### config.mk
export PLATFORM = sky130hd
export DESIGN_NAME = mapu_row_packer
export DESIGN_NICKNAME = d
export VERILOG_FILES = /design/src/rtl/mapu_pkg.sv /design/src/rtl/mapu_row_fifo.sv /design/src/rtl/mapu_row_packer.sv
export SDC_FILE = /design/constraint.sdc
export NUM_CORES = 1
export LEC_CHECK = 0
export BUFFER_PORTS_ARGS = -buffer_cell sky130_fd_sc_hd__buf_2
export CAP_MARGIN = 10
export CELL_PAD_IN_SITES_DETAIL_PLACEMENT = 2
export CELL_PAD_IN_SITES_GLOBAL_PLACEMENT = 2
export CORE_ASPECT_RATIO = 0.75
export CORE_MARGIN = 2
export CORE_UTILIZATION = 40
export CTS_CLUSTER_SIZE = 24
export DETAILED_ROUTE_END_ITERATION = 12
export PLACE_DENSITY = 0.91
export SLEW_MARGIN = 20
export SYNTH_ARGS = -nofsm -noshare
export SYNTH_HDL_FRONTEND = slang
export SYNTH_SLANG_ARGS = --single-unit
### constraint.sdc
create_clock -name clk -period 11.3 [get_ports clk]
set_clock_uncertainty 0.05 [all_clocks]
set_input_delay 2.26 -clock clk [delete_from_list [all_inputs] [get_ports clk]]
set_output_delay 2.26 -clock clk [all_outputs]
set_load 0.05 [all_outputs]
### src/rtl/mapu_pkg.sv
// Shared constants and row type for the Matrix APU row packer.
package mapu_pkg;

    localparam int MAPU_COLS = 3;
    localparam int MAPU_ROWS = 3;
    localparam int MAPU_DW   = 32;

    // One completed row as it travels through the row FIFO toward the APU.
    typedef struct packed {
        logic               mlast;
        logic [MAPU_DW-1:0] r0;
        logic [MAPU_DW-1:0] r1;
        logic [MAPU_DW-1:0] r2;
    } mapu_row_t;

    // A row closes its matrix when it is the last row slot or carries a terminator.
    function automatic logic row_is_mlast(input logic [1:0] row_cnt, input logic last);
        return last || (row_cnt == 2'(MAPU_ROWS - 1));
    endfunction

endpackage

### src/rtl/mapu_row_fifo.sv
// Synchronous FIFO of completed rows; same-cycle push and pop keep the count.
module mapu_row_fifo
    import mapu_pkg::*;
#(
    parameter int  DEPTH = 2,
    parameter type T     = mapu_row_t,
    localparam int AW    = (DEPTH > 1) ? $clog2(DEPTH) : 1,
    localparam int CW    = $clog2(DEPTH + 1)
) (
    input  logic          clk,
    input  logic          reset,
    input  logic          push,
    input  T              wdata,
    input  logic          pop,
    output T              rdata,
    output logic          full,
    output logic          empty,
    output logic [CW-1:0] count
);

    T              mem [DEPTH];
    logic [AW-1:0] wr_ptr;
    logic [AW-1:0] rd_ptr;
    logic [CW-1:0] cnt;
    logic          do_push;
    logic          do_pop;

    // Pointers wrap explicitly so non-power-of-two depths work.
    function automatic logic [AW-1:0] next_ptr(input logic [AW-1:0] p);
        return (p == AW'(DEPTH - 1)) ? '0 : p + AW'(1);
    endfunction

    assign full    = (cnt == CW'(DEPTH));
    assign empty   = (cnt == '0);
    assign count   = cnt;
    assign rdata   = mem[rd_ptr];
    assign do_pop  = pop && !empty;
    assign do_push = push && (!full || do_pop);

    // Storage, pointers and occupancy; reset discards all queued rows.
    always_ff @(posedge clk) begin
        if (reset) begin
            wr_ptr <= '0;
            rd_ptr <= '0;
            cnt    <= '0;
            for (int i = 0; i < DEPTH; i++) begin
                mem[i] <= '0;
            end
        end else begin
            if (do_push) begin
                mem[wr_ptr] <= wdata;
                wr_ptr      <= next_ptr(wr_ptr);
            end
            if (do_pop) begin
                rd_ptr <= next_ptr(rd_ptr);
            end
            case ({do_push, do_pop})
                2'b10:   cnt <= cnt + CW'(1);
                2'b01:   cnt <= cnt - CW'(1);
                default: cnt <= cnt;
            endcase
        end
    end

endmodule

### src/rtl/mapu_row_packer.sv
// Packs a scalar element stream into 3-element rows for the Matrix APU,
// tagging matrix-last rows, zero-padding short rows and buffering rows
// so APU backpressure never drops data.
module mapu_row_packer
    import mapu_pkg::*;
#(
    parameter int DATA_WIDTH = MAPU_DW,
    parameter int FIFO_DEPTH = 2
) (
    input  logic                  clk,
    input  logic                  reset,
    input  logic                  i_en,
    input  logic                  i_vld,
    output logic                  o_rdy,
    input  logic [DATA_WIDTH-1:0] i_data,
    input  logic                  i_last,
    output logic                  o_vld,
    input  logic                  i_rdy,
    output logic [DATA_WIDTH-1:0] o_r0,
    output logic [DATA_WIDTH-1:0] o_r1,
    output logic [DATA_WIDTH-1:0] o_r2,
    output logic                  o_mlast,
    output logic                  o_short
);

    localparam int CW = $clog2(FIFO_DEPTH + 1);

    typedef struct packed {
        logic                  mlast;
        logic [DATA_WIDTH-1:0] r0;
        logic [DATA_WIDTH-1:0] r1;
        logic [DATA_WIDTH-1:0] r2;
    } row_t;

    logic [1:0]            col_cnt;
    logic [1:0]            row_cnt;
    logic [DATA_WIDTH-1:0] asm0;
    logic [DATA_WIDTH-1:0] asm1;
    logic                  short_q;

    logic                  accept;
    logic                  at_last_col;
    logic                  complete;
    logic                  row_mlast;
    logic                  short_hit;
    row_t                  row_new;
    row_t                  row_head;
    logic                  fifo_full;
    logic                  fifo_empty;
    logic [CW-1:0]         fifo_cnt;
    logic                  pop;

    // Ready depends only on registered occupancy, never on i_rdy, and stays
    // low whenever the FIFO is full even if the row in progress is not complete.
    assign o_rdy       = i_en && !reset && (int'(fifo_cnt) < FIFO_DEPTH);
    assign accept      = i_vld && o_rdy;
    assign at_last_col = (col_cnt == 2'(MAPU_COLS - 1));
    assign complete    = accept && (at_last_col || i_last);
    assign row_mlast   = row_is_mlast(row_cnt, i_last);
    assign short_hit   = accept && i_last && !(at_last_col && (row_cnt == 2'(MAPU_ROWS - 1)));
    assign pop         = o_vld && i_rdy;

    // Assemble the row being pushed: the completing element is used directly
    // and any columns beyond it are zero-filled.
    always_comb begin
        row_new       = '0;
        row_new.mlast = row_mlast;
        case (col_cnt)
            2'd0: begin
                row_new.r0 = i_data;
            end
            2'd1: begin
                row_new.r0 = asm0;
                row_new.r1 = i_data;
            end
            default: begin
                row_new.r0 = asm0;
                row_new.r1 = asm1;
                row_new.r2 = i_data;
            end
        endcase
    end

    // Column/row counters, assembly registers and the short-row pulse.
    always_ff @(posedge clk) begin
        if (reset) begin
            col_cnt <= '0;
            row_cnt <= '0;
            asm0    <= '0;
            asm1    <= '0;
            short_q <= 1'b0;
        end else begin
            short_q <= short_hit;
            if (accept) begin
                if (col_cnt == 2'd0) begin
                    asm0 <= i_data;
                end
                if (col_cnt == 2'd1) begin
                    asm1 <= i_data;
                end
                if (complete) begin
                    col_cnt <= '0;
                    row_cnt <= row_mlast ? 2'd0 : row_cnt + 2'd1;
                end else begin
                    col_cnt <= col_cnt + 2'd1;
                end
            end
        end
    end

    // The full guard is redundant with o_rdy but keeps the FIFO safe standalone.
    mapu_row_fifo #(
        .DEPTH (FIFO_DEPTH),
        .T     (row_t)
    ) u_fifo (
        .clk   (clk),
        .reset (reset),
        .push  (complete && !fifo_full),
        .wdata (row_new),
        .pop   (pop),
        .rdata (row_head),
        .full  (fifo_full),
        .empty (fifo_empty),
        .count (fifo_cnt)
    );

    assign o_vld   = !fifo_empty;
    assign o_r0    = row_head.r0;
    assign o_r1    = row_head.r1;
    assign o_r2    = row_head.r2;
    assign o_mlast = row_head.mlast;
    assign o_short = short_q;

endmodule

# Yosys cells after proc, flatten, opt, wreduce, memory -nomap -nowiden
# Memories as Yosys holds them, arrays and structs flattened. A register that Yosys moved wholly into a read port is not among the register bits.
# Index checks and enable logic that the tools add are counted.
# word_totals
ff_bits	73
ramBits	194
input_bits	38
out_inout_bits	100
word_cells	65
n_memories	1
# classes
add_sub_neg	6
order_cmp	1
eq_ne	6
muxes	18
n_reduce_logical	25
# memory_table
name	depth	word_bits	rd	rd_ports_with_merged_regs	write_ports	line_no	source
u_fifo.mem	2	97	1	1	2	mapu_row_fifo.sv:21	T mem [DEPTH];
# op_table
operator	n
$mux W97	1
$reduce_or A97 Y1	1
$mux W32	2
$pmux W32 S2	1
$logic_and A1 B1 Y1	11
$mux W1	11
$eq A2 B2 Y1 const B	4
$add A2 B1 Y2 const B	3
$eq A2 B1 Y1 const B	2
$logic_not A1 Y1	4
$logic_not A2 Y1	2
$mux W2	2
$pmux W2 S2	1
$reduce_and A2 Y1	2
$logic_or A1 B1 Y1	3
$add A1 B1 Y1 const B	2
$lt A2 B2 Y1 const B	1
$reduce_bool A2 Y1	1
$reduce_or A2 Y1	1
$sub A2 B1 Y2 const B	1

# Logic depth before layout (Yosys ltp)
# logic_depth
word_depth	12
depth_mapped	9

# Modules after synthesis
# Synthesis repeated with hierarchy kept, for this count alone.
# unflattened
cells_unflattened	1046
area_unflattened_um2	12416.9
# by_module_without_submodules
module	n_inst	cells_each	area_per_inst_um2	seq_area_each_um2
mapu_row_fifo	1	549	8618.3	5925.7
mapu_row_packer	1	497	3798.6	1381.3

# Worst setup path before layout
# OpenSTA, ideal clock, no wires.
# synth_timing
kind	in2out
startpoint	input port reset
endpoint	output port o_rdy
t_arrival_ns	3.598
required_ns	8.990
slack_ns	5.392
path_stages	2
path_buffers	1
cell_sequence	clkbuf_1 nor3b_1
# synth_between
elab_chain_len	3
# synth_lines
item	line_no	source
start, declared	mapu_row_packer.sv:11	input logic reset,
$logic_not A1 Y1	mapu_row_packer.sv:55	assign o_rdy = i_en && !reset && (int'(fifo_cnt) < FIFO_DEPTH);
$logic_and A1 B1 Y1 (2 in a row)	mapu_row_packer.sv:55	
end, declared	mapu_row_packer.sv:14	output logic o_rdy,
# Every way passes these cells.

# Worst setup path after layout
# Same ends and word-level chain as after synthesis.

==> impl_metrics.toml <==
[yosys]
post-synth-top-count-cell = "sky130_fd_sc_hd__edfxtp_1"
synth.top_cells.by_count = "sky130_fd_sc_hd__edfxtp_1 (194), sky130_fd_sc_hd__nor2_1 (157), sky130_fd_sc_hd__a21oi_1 (99)"
synth_nets = 1038
yosysWarningCount = 0
ys_async_sr_fraction = 0
netlist_area_before_placement_sq_um = 11700
yosys-top-cells-area = "sky130_fd_sc_hd__edfxtp_1 (50%), sky130_fd_sc_hd__dfxtp_1 (13%), sky130_fd_sc_hd__mux2_2 (9.4%)"
flops_latches_synth = 268
dominantRegCellSynth = "sky130_fd_sc_hd__edfxtp_1"
avgSynthCellArea_sq_um = 11.7
yosysTopAreaCellShare = 0.499
synth-seq-area-share = 0.626
number_of_enable_type_register_cells_in_the_synthesized_netlist = 194
synth.largest_area_cell = "sky130_fd_sc_hd__edfxtp_1"
yosysUniqueCellTypes = 30
post_synth_inst_count = 995

[die]
initial_utilization = 0.404
boundaryPins = 138
core_sq_um = 28900
die_area_sq_um = 30600
die_x_um = 201
fp-row-count = 54
die_h_um = 152

[final_layout]
multi_input_comb_area_sq_um = 4040
post_route_cells_drive_above_1_share = 0.274
area.sequential_sq_um = 7310
area_growth_pct = 16.9
fillCellCount = 2897
fin_nets = 1128
final_core_util = 0.473

[pwr]
powerDensity_nw_per_um2 = 175
vdd_ir_drop_max_v = 0.000112
totalPowerFinal_mw = 2.39
cellLeakagePower_nw = 5.20

[worst_setup_path]
critical_path.max_stage_delay_ps = 680
critical-path-slowest-cell = "sky130_fd_sc_hd__buf_4"
critPathRequiredTime_ps = 8990
cp_launch_type = "input port"
worst_setup_ep_type = "primary output"
path_cells = "buf_2, buf_4, nor3b_1, buf_2"
timing.critical_path.mode_cell = "sky130_fd_sc_hd__buf_2"
critical_path.max_fanout = 78
critPathArrivalTime_ps = 3400
worst-setup-path-type = "in -> out"

[sta]
hold-worst-slack_ps = 428
slew_violations = 0
final_layout_setup_total_negative_slack_ps = 0
post-route-min-period_ps = 5710
worst_pin_slew_ps = 1120
final_min_period_over_clock_period = 0.506
maxClockFrequency_mhz = 175
grt_setup_unrepaired = "false"
worst_slew_margin_rel = 0.255
setup-violations-final = 0
finalHoldViolCount = 0

[clocking]
clkLatencyLatePin_ps = 550
worst_setup_hold_path_clk_slew_ps = 60
cts_num_sinks = 268
postCtsSetupRepairBufs = 0
count_of_instances_resized_after_the_clock_tree_is_built = 0
cts_root_buf = "sky130_fd_sc_hd__clkbuf_16"
cts_hold_buf = 0
cts.path.max_buffers = 3
cts_inserted_buffers = 28
cts_tree = "done"
cts-htree-levels = 1

[route]
num_vias = 8452
routed_wire_length_per_instance_um = 25.1
ant_nets = 0
drt_first_iter_violations = 571
drt_wl_total_um = 37700
drc_errors = 0
number_of_detailed_route_iterations_in_the_first_pass = 4
drt-vias-per-instance = 5.63

[outcome]
outcome = "finished clean"

[grt]
grt_most_used_layer = "met2"
grt_pass1_vias = 9374
met1_usage = 0.295
grt_max_degree = 99
global_route_total_usage_across_every_layer = 0.238
wire_length_of_the_first_global_routing_pass_um = 56700
grt-ovfl-total = 0
grtUsageMet3 = 0.0347
grt.met2_usage = 0.430
grt_antenna_before_repair = 2

[placed_design]
post-dp-hpwl_um = 21800
place_congestion = 0.763
placement.io_buffers = 137

[flow_run]
max_cap_viol_count = 0

[worst_hold_path]
class_of_the_most_critical_hold_timing_path = "reg -> reg"
report_power, final:
part | total, mW | internal, mW | switching (mW)
combinational | 0.309 | 0.0781 | 0.231
clock | 0.970 | 0.570 | 0.400
sequential | 1.11 | 1.09 | 0.0196
total | 2.39 | 1.74 | 0.651
flip-flops by register name (all words and copies together), names as in the netlist, named ones only:
register and cells:
asm0 32, asm1 32, col_cnt 2, o_short 1, row_cnt 2, u_fifo.count 2
u_fifo.mem 194, u_fifo.rd_ptr 1, u_fifo.wr_ptr 1
worst max-delay path, delay by kind of cell:
family / cells / cell delay, ps
buffers and inverters: 3 / 1030
and+or+nand+nor: 1 / 110
routing by layer:
metal  up-vias  share of wire
li1       3777              -
met1      4369           0.41
met2       228           0.52
met3        76          0.039
met4         2          0.032
met5         -        0.00029
cell usage in the layout, fill, tap and decap left out, types with 3 or more instances in the layout:
cell type / instances
sky130_fd_sc_hd__clkbuf_1: 7
sky130_fd_sc_hd__mux2i_1: 32
sky130_fd_sc_hd__clkbuf_16: 30
sky130_fd_sc_hd__nand3_1: 66
sky130_fd_sc_hd__nor2_1: 156
sky130_fd_sc_hd__a21oi_1: 99
sky130_fd_sc_hd__edfxtp_1: 194
sky130_fd_sc_hd__buf_2: 137
sky130_fd_sc_hd__ha_1: 3
sky130_fd_sc_hd__clkbuf_8: 6
sky130_fd_sc_hd__mux2_2: 97
sky130_fd_sc_hd__inv_1: 6
sky130_fd_sc_hd__and3_1: 46
sky130_fd_sc_hd__clkinv_2: 4
sky130_fd_sc_hd__o21ai_0: 67
sky130_fd_sc_hd__dfxtp_1: 73
sky130_fd_sc_hd__nor3b_1: 33
sky130_fd_sc_hd__nand2_1: 12
sky130_fd_sc_hd__buf_4: 9
through the flow:
stage               worst slack (ps)  area, sq um  cells
floorplan                       5390        11700    995
global placement                4980        12600   1445
detailed placement              4860        12600   1445
CTS                             5430        13600   1497
global route                    5450        13600   1499
finish                          5590        13600   1500
final timing paths:
check,depth (start not counted),endpoint,slack [ps],from
max,4,o_rdy,5590,reset
min,2,asm1[24]$_SDFFE_PP0P_,430,asm1[24]$_SDFFE_PP0P_
max reg2reg,5,u_fifo.mem[0][41]$_SDFFCE_PN0P_,7580,u_fifo.count[1]$_SDFFE_PP0P_
min reg2reg,2,asm1[24]$_SDFFE_PP0P_,430,asm1[24]$_SDFFE_PP0P_
layout make-up:
type,count,share of cell area
clock inverter,9,0.00761
antenna,1,0.000183
clock buffer,43,0.0630
sequential,268,0.536
timing repair buffer,148,0.0593
multi-input combinational,633,0.296
inverter,6,0.00165
tap,392,0.0360
kinds of logic (layout without fill, tap and decap cells):
family / after synthesis / after routing / synth area share
buf+inv: 94 / 206 / 0.0339
fa+ha+maj: 5 / 5 / 0.00536
other cells: 0 / 1 / 0
simple gates: 327 / 327 / 0.138
flops: 268 / 268 / 0.626
xor+xnor: 3 / 3 / 0.00225
mux: 129 / 129 / 0.121
compound gates: 169 / 169 / 0.0732
No activity file was read; power rests on OpenSTA's default activity.
